### config.mk
export PLATFORM = sky130hd
export DESIGN_NAME = pipeline_perf_counters
export DESIGN_NICKNAME = d
export VERILOG_FILES = /design/src/rtl/pipeline_perf_counters.sv
export SDC_FILE = /design/constraint.sdc
export NUM_CORES = 1
export LEC_CHECK = 0
export BUFFER_PORTS_ARGS = -buffer_cell sky130_fd_sc_hd__buf_2
export CORE_ASPECT_RATIO = 0.7
export CORE_MARGIN = 5
export CORE_UTILIZATION = 62
export CTS_CLUSTER_SIZE = 12
export DETAILED_ROUTE_END_ITERATION = 16
export GPL_TIMING_DRIVEN = 0
export HOLD_SLACK_MARGIN = 0.12
export PLACE_DENSITY = 0.87
export SLEW_MARGIN = 5
export SYNTH_ARGS = -nofsm -noshare
export SYNTH_HDL_FRONTEND = slang
export SYNTH_SLANG_ARGS = --single-unit
### constraint.sdc
create_clock -name clk -period 3.24 [get_ports clk]
set_clock_uncertainty 0.05 [all_clocks]
set_input_delay 0.324 -clock clk [delete_from_list [all_inputs] [get_ports clk]]
set_output_delay 0.324 -clock clk [all_outputs]
set_load 0.02 [all_outputs]
### src/rtl/pipeline_perf_counters.sv
// Pipeline performance counters: run-controlled live bank, shadow snapshot, registered read port.
// Build option PERF_SAT_EN: counters saturate at all-ones instead of wrapping.
module pipeline_perf_counters #(
    parameter int CNT_WIDTH = 64
) (
    input  logic                 clk,
    input  logic                 rst,
    input  logic                 start,
    input  logic                 stop,
    input  logic                 clear,
    input  logic                 wb_retire,
    input  logic                 mem_store,
    input  logic                 hazard_stall,
    input  logic                 flush,
    input  logic                 snap_req,
    output logic                 snap_done,
    input  logic                 rd_req,
    input  logic [2:0]           rd_sel,
    output logic                 rd_valid,
    output logic [CNT_WIDTH-1:0] rd_data,
    output logic [4:0]           ovf,
    output logic                 running
);

    localparam int NUM_CNT = 5;

    typedef enum logic [1:0] {
        ST_IDLE,
        ST_RUN,
        ST_FROZEN
    } state_t;

    state_t               state_q, state_d;
    logic [CNT_WIDTH-1:0] live_q   [NUM_CNT];
    logic [CNT_WIDTH-1:0] live_d   [NUM_CNT];
    logic [CNT_WIDTH-1:0] shadow_q [NUM_CNT];
    logic [CNT_WIDTH-1:0] shadow_d [NUM_CNT];
    logic [NUM_CNT-1:0]   ovf_q, ovf_d;
    logic                 snap_done_q, snap_done_d;
    logic                 rd_valid_q, rd_valid_d;
    logic [CNT_WIDTH-1:0] rd_data_q, rd_data_d;
    logic [1:0]           inc      [NUM_CNT];
    logic [CNT_WIDTH:0]   sum      [NUM_CNT];

    always_comb begin
        state_d = state_q;
        case (state_q)
            ST_IDLE:   if (start && !stop) state_d = ST_RUN;
            ST_RUN:    if (stop) state_d = ST_FROZEN;
            ST_FROZEN: if (start && !stop) state_d = ST_RUN;
            default:   state_d = ST_IDLE;
        endcase
    end

    always_comb begin
        inc[0] = 2'd1;
        inc[1] = {1'b0, wb_retire} + {1'b0, mem_store};
        inc[2] = {1'b0, hazard_stall};
        inc[3] = {1'b0, flush};
        inc[4] = {1'b0, mem_store};
    end

    // Extra top bit of sum is the carry-out; it covers C1's +2 past all-ones too.
    always_comb begin
        ovf_d = ovf_q;
        for (int unsigned i = 0; i < NUM_CNT; i++) begin
            sum[i]      = {1'b0, live_q[i]} + {{(CNT_WIDTH-1){1'b0}}, inc[i]};
            live_d[i]   = live_q[i];
            shadow_d[i] = snap_req ? live_q[i] : shadow_q[i];
            if (clear) begin
                live_d[i] = '0;
            end else if (state_q == ST_RUN) begin
                if (sum[i][CNT_WIDTH]) begin
                    ovf_d[i] = 1'b1;
`ifdef PERF_SAT_EN
                    live_d[i] = '1;
`else
                    live_d[i] = sum[i][CNT_WIDTH-1:0];
`endif
                end else begin
                    live_d[i] = sum[i][CNT_WIDTH-1:0];
                end
            end
        end
        if (clear) ovf_d = '0;
    end

    // Read samples the shadow register value, so a same-edge snapshot is not visible yet.
    always_comb begin
        snap_done_d = snap_req;
        rd_valid_d  = rd_req;
        rd_data_d   = rd_data_q;
        if (rd_req) begin
            case (rd_sel)
                3'd0:    rd_data_d = shadow_q[0];
                3'd1:    rd_data_d = shadow_q[1];
                3'd2:    rd_data_d = shadow_q[2];
                3'd3:    rd_data_d = shadow_q[3];
                3'd4:    rd_data_d = shadow_q[4];
                default: rd_data_d = '0;
            endcase
        end
    end

    always_ff @(posedge clk) begin
        if (rst) begin
            state_q     <= ST_IDLE;
            ovf_q       <= '0;
            snap_done_q <= 1'b0;
            rd_valid_q  <= 1'b0;
            rd_data_q   <= '0;
            for (int unsigned i = 0; i < NUM_CNT; i++) begin
                live_q[i]   <= '0;
                shadow_q[i] <= '0;
            end
        end else begin
            state_q     <= state_d;
            ovf_q       <= ovf_d;
            snap_done_q <= snap_done_d;
            rd_valid_q  <= rd_valid_d;
            rd_data_q   <= rd_data_d;
            for (int unsigned i = 0; i < NUM_CNT; i++) begin
                live_q[i]   <= live_d[i];
                shadow_q[i] <= shadow_d[i];
            end
        end
    end

    assign snap_done = snap_done_q;
    assign rd_valid  = rd_valid_q;
    assign rd_data   = rd_data_q;
    assign ovf       = ovf_q;
    assign running   = (state_q == ST_RUN);

endmodule
# Yosys cells after proc, flatten, opt, wreduce, memory -nomap -nowiden
# Memories as Yosys holds them, arrays and structs flattened.
# Cells that the tools add are included.
[word_totals]
out_inout_bits = 72
mem_bits_rw = 640
mem_count = 2
wordCells = 79
ff_bits = 73
[memory_table]
columns = ["name", "words", "word_bits", "rd", "rd_clocked_by_memory_dff", "write_ports", "line_no", "rtl"]
rows = [
  ["live_q", 5, 64, 5, 0, 5, "34", "logic [CNT_WIDTH-1:0] live_q [NUM_CNT];"],
  ["shadow_q", 5, 64, 5, 0, 5, "36", "logic [CNT_WIDTH-1:0] shadow_q [NUM_CNT];"],
]
[op_classes]
bitwise_logic = 10
n_eq_ne = 8
n_addsub = 6
n_reduce_logical = 12
n_mux = 32
[ops]
columns = ["cell", "n"]
rows = [
  ["$mux 64", 25],
  ["$pmux 64 s5", 1],
  ["$add 64x1->65", 3],
  ["$add 64x1->65 const B", 1],
  ["$add 64x2->65", 1],
  ["$reduce_and 2->1", 6],
  ["$or 1x1->1", 10],
  ["$eq 3x2->1 const B", 2],
  ["$mux 2", 2],
  ["$pmux 2 s2", 1],
  ["$reduce_or 2->1", 2],
  ["$eq 3x1->1 const B", 1],
  ["$eq 3x3->1 const B", 1],
  ["$logic_not 3->1", 1],
  ["$mux 1", 3],
  ["$add 1x1->2", 1],
  ["$eq 2x1->1 const B", 1],
  ["$eq 2x2->1 const B", 1],
  ["$logic_not 2->1", 1],
  ["$ne 2x1->1 const B", 1],
  ["$ne 2x2->1 const B", 1],
  ["$logic_and 1x1->1", 1],
  ["$logic_not 1->1", 1],
]

# Depth between registers and ports, before layout
# Gate-level depths: netlist of the first run.
[depth]
ltp_word = 5
ltp_mapped = 10
depth_no_buf = 9

# Worst setup path before layout of the first run
# No wires, ideal clock.
[synth_timing]
path_kind = "input to register"
start = "in wb_retire"
end = "mem live_q[1][62] (netlist: live_q[0][126])"
t_arrival_ns = 2.522
path_stages = 10
path_buffers = 1
slack_ns = 0.597
cell_sequence = "inv_1 -> fa_1 -> inv_1 -> ha_1 -> inv_1 -> nor4_2 -> nand4_1 -> clkbuf_1 -> or4_1 -> a21oi_1"
[synth_lines]
columns = ["element", "line_no", "rtl"]
rows = [
  ["from (decl)", "11", "input logic wb_retire,"],
  ["to (decl)", "34", ""],
]

==> results of run 1 <==
routing by layer:
metal  up-vias  routed length, µm  global-route usage (%)
met1     14000              43400                    51.9
met3       324              14700                    12.0
met5         -                  0                       0
li1      13100                  -                       -
met2      1935              40600                    48.4
met4         0               4890                    14.8
Yosys cell counts (31+ instances only):
library cell / instances / share of area (%)
buf_1: 44 / 0.52
and4_1: 37 / 1.0
nand4_1: 135 / 2.7
nor2b_1: 31 / 0.62
xnor2_1: 67 / 1.9
nor4_1: 45 / 0.89
nor2_1: 602 / 7.2
or2_2: 44 / 0.87
o21ai_0: 115 / 1.8
clkbuf_1: 176 / 2.1
inv_1: 40 / 0.48
nand2b_1: 41 / 0.81
o31ai_1: 37 / 0.88
dfxtp_1: 713 / 45
mux2i_1: 363 / 12
nand2_1: 189 / 2.3
nand3_1: 119 / 1.9
a21oi_1: 230 / 3.7
a22oi_1: 89 / 2.1
nor3_1: 37 / 0.59
or3_1: 88 / 1.7
or4_1: 60 / 1.4
and3_1: 41 / 0.81
xor2_1: 99 / 2.8
final cells by class:
class | instances | area share, %
flip-flops and latches | 713 | 40.7
clock buffers | 90 | 5.63
repair buffers | 96 | 1.52
clock inverters | 7 | 0.132
plain buffers | 225 | 2.45
inverters | 40 | 0.428
diodes | 4 | 0.0285
well taps | 674 | 2.40
multi-input cells | 2615 | 46.7
sequential cells by signal, summed over array words and instances, names as in the netlist:
| register | flops |
|---|---|
| state_q | 2 |
| snap_done | 1 |
| rd_valid | 1 |
| ovf | 5 |
| shadow_q | 320 |
| live_q | 320 |
| rd_data | 64 |
per-stage QoR:
| step | TNS [ns] | utilization (%) | total power [mW] | cell area [µm²] |
|---|---|---|---|---|
| floorplan | 0 | - | 9.41 | 31500 |
| global placement | -25.24 | 64.9 | 9.67 | 32800 |
| detailed placement | -28.74 | 64.9 | 9.68 | 32800 |
| CTS | 0 | 69.1 | 17.1 | 34900 |
| global route | -0.00760 | 69.4 | 17.5 | 35100 |
| finish | -0.759 | 69.4 | 17.2 | 35100 |
power by group through the flow:
stage                     Combinational [mW]  Clock, mW  Sequential (mW)
after CTS                              0.720       7.62             8.78
after floorplan                        0.437          0             8.97
after detailed placement               0.708          0             8.97
final                                  0.763       7.65             8.77
after global placement                 0.701          0             8.97
after global routing                   0.778       7.99             8.77
cells in the final DEF (no fill, tap or decap), drive strengths merged, types with 31 or more instances in the layout:
cell type  instances
nor2b             31
or3               88
nor4              51
nand2            189
nand4            136
a21oi            230
and4              37
dfxtp            713
inv               43
or4               62
buf              136
and3              41
nor3              37
mux2i            363
clkbuf           268
xnor2             67
or2               45
o31ai             37
nand2b            41
nor2             602
o21ai            115
nand3            119
xor2              99
a22oi             89
timing repair:
item,4_1_cts,5_1_grt
resized for setup,8,18
pin swaps,1,7
hold endpoints to repair,9,0
setup buffers,1,6
setup endpoints to repair,36,78
hold buffers,7,0
cells by family after synthesis:
logic type | Yosys count | synth area share (%)
AND/OR/NAND/NOR | 1515 | 24.1
flip-flops | 713 | 45.3
AO/OA/AOI/OAI | 536 | 9.99
multiplexers | 389 | 12.5
buffers and inverters | 266 | 3.19
XOR/XNOR | 166 | 4.61
adder cells (fa/ha/maj) | 9 | 0.381
worst max-delay path: cells and delay by family:
family / cells / cell delay (ns)
AO/OA/AOI/OAI: 1 / 0.09
AND/OR/NAND/NOR: 1 / 0.33
buffers and inverters: 4 / 2.96
path summary, 6_finish.rpt:
check	start	end	slack [ns]
max	rst	live_q[0][255]$_SDFFE_PP0P_	-0.09
min	hazard_stall	live_q[0][128]$_SDFFE_PP0P_	0.15
min reg2reg	ovf[4]$_SDFFE_PP0P_	ovf[4]$_SDFFE_PP0P_	0.42
max reg2reg	live_q[0][258]$_SDFFE_PP0P_	live_q[0][289]$_SDFFE_PP0P_	-0.03
==> metrics, run 1 <==
Starting Density=62.4%; Flop pwr share=51.0%; vias in the first global route=26.8k; Core Area=0.0505 mm²; dpl cells=4350; pre-CTS WS=-0.639 ns; Tcrit/Tclk final=103%; via count=29.4k; Hold Crit Class=in -> reg; Multi-input gate area=0.0164 mm²; Nets=3785; worst hold stages=4; post-synthesis register bit count=713; Post-synth EDFFs=0; antenna viol nets, final=0; io pins=86; Net Sw Frac=23.3%; chip height=199 µm; worst ir drop on vdd=379 µV; setup violators final=16; Slew HR=16.0%; vias per cell=6.58; Filler Cells Inserted=3911; Synth cell types=56; cell mode on critical path=clkbuf_1; # DRC=0; Die Wd=280 µm; post-synthesis sequential area ratio=45.3%; largest net degree at the start of global routing=20; cell count after synthesis=3594; global-route wire length before repair=155000 µm; final hold viol count=0; unrepaired setup endpoints after global routing=true; crit-path cells=clkbuf_1 -> or2_1 -> clkbuf_1 -> clkbuf_1 -> clkbuf_1 -> a21oi_1; gp weighted congestion=1.04; post-layout min period=3.33 ns; NetSw=4.00 mW; power share of the clock group=44.5%; failing checks=setup timing; TritonRoute pass-1 iters=6; hpwl dp=75800 µm; row count=69; Slew Limit Fails=0; total global-route track usage=35.7%; PD cells=490 mW/mm²; Setup CP Type=in -> reg; critical path data arrival time=3.72 ns; Final Non-Filler Cells=4464; Peak Freq=0.301 GHz; Max-Cap Viols=0; Crit path required time=3.64 ns; Crit path largest cell delay=0.94 ns; Worst Setup End Kind=flip-flop; DR WL/cell=23.2 µm; P_int=13.2 mW; clk buf depth=3; asr flop ratio synth=0%; CTS root buf=clkbuf_16; Worst R2R Path Depth=7; clock-pin slew on the worst setup and hold paths=0.06 ns; Port-buffer cells=82; Synth Flop Type=dfxtp_1; syn_area_per_cell=8.77 µm²; Final Routed Wirelength=104000 µm; LEAKAGE=12.5 nW; Critical Path Fanout Max=10; Syn Std Cell Area=0.0315 mm²; worst setup margin=-0.0869 ns; clock latency on the worst-skew pair=0.63 ns; CP max-delay cell=clkbuf_1; Syn Nets=3617; CP Launch Type=primary input; layout cells sized above 1=7.45%; status=finished with violations; Detailed Route Iter0 Violations=5139; Num CTS Buffers=71; Reg area=0.0143 mm²; Tightest Pin Transition=1.26 ns; CTS tree=yes; yosys warns=0; H-tree levels=3; Comb pwr share=4.4%; WHS=0.147 ns; Area Growth Syn to Fin=11.2%; GR Overflow Total=0; initial antenna violation count=2; die area=0.0555 mm²; clock sinks=713
No activity file was read; power rests on OpenSTA's default activity.
==> run 2, diff against run 1 <==
Settings changed: CELL_PAD_IN_SITES_DETAIL_PLACEMENT from default to 1, CELL_PAD_IN_SITES_GLOBAL_PLACEMENT from default to 2, CORE_UTILIZATION 62 to 39.
==> metrics, run 2 (synthesis gave the netlist of run 1 again) <==
vias in the first global route=27.7k (was 26.8k); Filler Cells Inserted=9386 (was 3911); Die Wd=350 µm (was 280 µm); commonest non-fill, non-tap cells in the layout=dfxtp_1 (712), nor2_1 (598), mux2i_1 (363) (was dfxtp_1 (713), nor2_1 (600), mux2i_1 (363)); total global-route track usage=27.1% (was 35.7%); status=finished with violations (unchanged); finished layout cell area=0.0362 mm² (was 0.0351 mm²); global-route wire length before repair=178000 µm (was 155000 µm); initial antenna violation count=7 (was 2); worst setup margin=-0.149 ns (was -0.0869 ns); Detailed Route Iter0 Violations=2910 (was 5139); Core Area=0.0803 mm² (was 0.0505 mm²); worst hold stages=4 (unchanged); Port-buffer cells=82 (unchanged); commonest non-fill, non-tap cell in the layout=dfxtp_1 (unchanged); Nets=3800 (was 3785); Setup CP Type=in -> reg (unchanged); antenna viol nets, final=0 (unchanged); setup violators final=9 (was 16); worst r2r src=live_q[0][256]$_SDFFE_PP0P_ (was live_q[0][258]$_SDFFE_PP0P_); clk buf depth=3 (unchanged); worst hold endpoint=live_q[0][64]$_SDFFE_PP0P_ (was live_q[0][128]$_SDFFE_PP0P_); CTS tree=yes (unchanged); worst ir drop on vdd=407 µV (was 379 µV); Worst R2R Setup Slack=0.02 ns (was -0.03 ns); PD cells=515 mW/mm² (was 490 mW/mm²); Final Routed Wirelength=120000 µm (was 104000 µm); H-tree levels=3 (unchanged); critical path data arrival time=3.88 ns (was 3.72 ns); Slew HR=19.4% (was 16.0%); clock sinks=713 (unchanged); layout cells sized above 1=8.44% (was 7.45%); row count=87 (was 69); CP Launch Type=primary input (unchanged); WHS=0.163 ns (was 0.147 ns); DR WL/cell=24.5 µm (was 23.2 µm); # DRC=0 (unchanged); Hold Crit Class=in -> reg (unchanged); failing checks=setup timing (unchanged); GR Overflow Total=0 (unchanged); Area Growth Syn to Fin=14.8% (was 11.2%); Hold Startpoint=wb_retire (was hazard_stall); Tightest Pin Transition=1.21 ns (was 1.26 ns); unrepaired setup endpoints after global routing=false (was true); via count=28.6k (was 29.4k); io pins=86 (unchanged); Slew Limit Fails=0 (unchanged); CTS root buf=clkbuf_16 (unchanged); M1 WL=58800 µm (was 43400 µm); Critical Path Fanout Max=11 (was 10); final hold viol count=0 (unchanged); hpwl dp=91200 µm (was 75800 µm); dpl cells=4745 (was 4350); Tcrit/Tclk final=105% (was 103%); total chip power=18.7 mW (was 17.2 mW); Worst Setup End Kind=flip-flop (unchanged); Peak Freq=0.295 GHz (was 0.301 GHz); die area=0.0867 mm² (was 0.0555 mm²); chip height=248 µm (was 199 µm); TritonRoute pass-1 iters=5 (was 6); Final Non-Filler Cells=4898 (was 4464); Max Used Layer=met5 (was met4); routed wl met2=47700 µm (was 40600 µm); clock-pin slew on the worst setup and hold paths=0.06 ns (about the same); pre-CTS WS=-1.20 ns (was -0.639 ns); post-layout min period=3.39 ns (was 3.33 ns); vias per cell=5.84 (was 6.58); Worst R2R Path Depth=8 (was 7); met3 routed WL=10200 µm (was 14700 µm); largest net degree at the start of global routing=20 (unchanged); reg-to-reg endpoint=live_q[0][288]$_SDFFE_PP0P_ (was live_q[0][289]$_SDFFE_PP0P_); Starting Density=39.2% (was 62.4%); Max-Cap Viols=0 (unchanged); Num CTS Buffers=76 (was 71); gp weighted congestion=0.953 (was 1.04); Cell Area, Placed=0.0333 mm² (was 0.0328 mm²); Crit path required time=3.73 ns (was 3.64 ns); LEAKAGE=12.8 nW (was 12.5 nW); clock latency on the worst-skew pair=0.64 ns (was 0.63 ns)
run 2: power breakdown:
| group | total (mW) | switching (mW) | internal [mW] | leakage, nW |
|---|---|---|---|---|
| clock | 9.07 | 3.72 | 5.36 | 1.23 |
| sequential | 8.77 | 0.00499 | 8.77 | 5.74 |
| combinational | 0.804 | 0.619 | 0.185 | 5.82 |
run 2: what timing repair did:
| item | CTS | global route |
|---|---|---|
| setup buffers | 4 | 11 |
| hold buffers | 8 | 0 |
| endpoints found under the setup margin | 106 | 99 |
| gates resized for setup | 25 | 19 |
| pin swaps | 4 | 9 |
| hold endpoints to repair | 9 | 0 |
run 2: worst max-delay path, cell delays in order:
cell      delay (ns)
buf_2           0.13
clkbuf_1        0.37
nor2_2          0.73
o21a_1          0.18
clkbuf_1        0.79
clkbuf_2        0.55
o21ai_0         0.52
a21oi_1         0.26
run 2: how the worst max path moves through the flow:
stage | to | slack [ns] | from
after floorplan | live_q[0][126]$_SDFFE_PP0P_ | 0.60 | wb_retire
after global placement | rd_data[4]$_SDFFE_PP0P_ | -1.23 | rd_sel[1]
after detailed placement | rd_data[4]$_SDFFE_PP0P_ | -1.20 | rd_sel[1]
after CTS | live_q[0][319]$_SDFFE_PP0P_ | 0.02 | live_q[0][259]$_SDFFE_PP0P_
after global routing | live_q[0][174]$_SDFFE_PP0P_ | 0.003 | live_q[0][128]$_SDFFE_PP0P_
final | rd_data[6]$_SDFFE_PP0P_ | -0.15 | rd_sel[1]
run 2: area by class of cell:
class	count	area, µm²	share of cell area (%)
buffer	225	882	2.44
clock inverter	11	208	0.574
tap	1068	1340	3.69
timing repair buffer	106	611	1.69
sequential	713	14300	39.4
clock buffer	116	2310	6.38
multi-input combinational	2615	16400	45.3
inverter	40	150	0.415
antenna	4	10.0	0.0277
run 2: per-layer routing:
metal / GRT usage (%) / vias up
li1: - / 13100
met3: 5.43 / 168
met5: 0 / -
met1: 41.7 / 14300
met2: 38.1 / 972
met4: 7.05 / 2
run 2: per-stage QoR:
stage,util (%),setup TNS [ns]
2_1_floorplan,-,0
3_3_place_gp,41.4,-122.31
3_5_place_dp,41.4,-136.50
4_1_cts,44.9,0
5_1_grt,45.0,0
6_report,45.1,-0.228
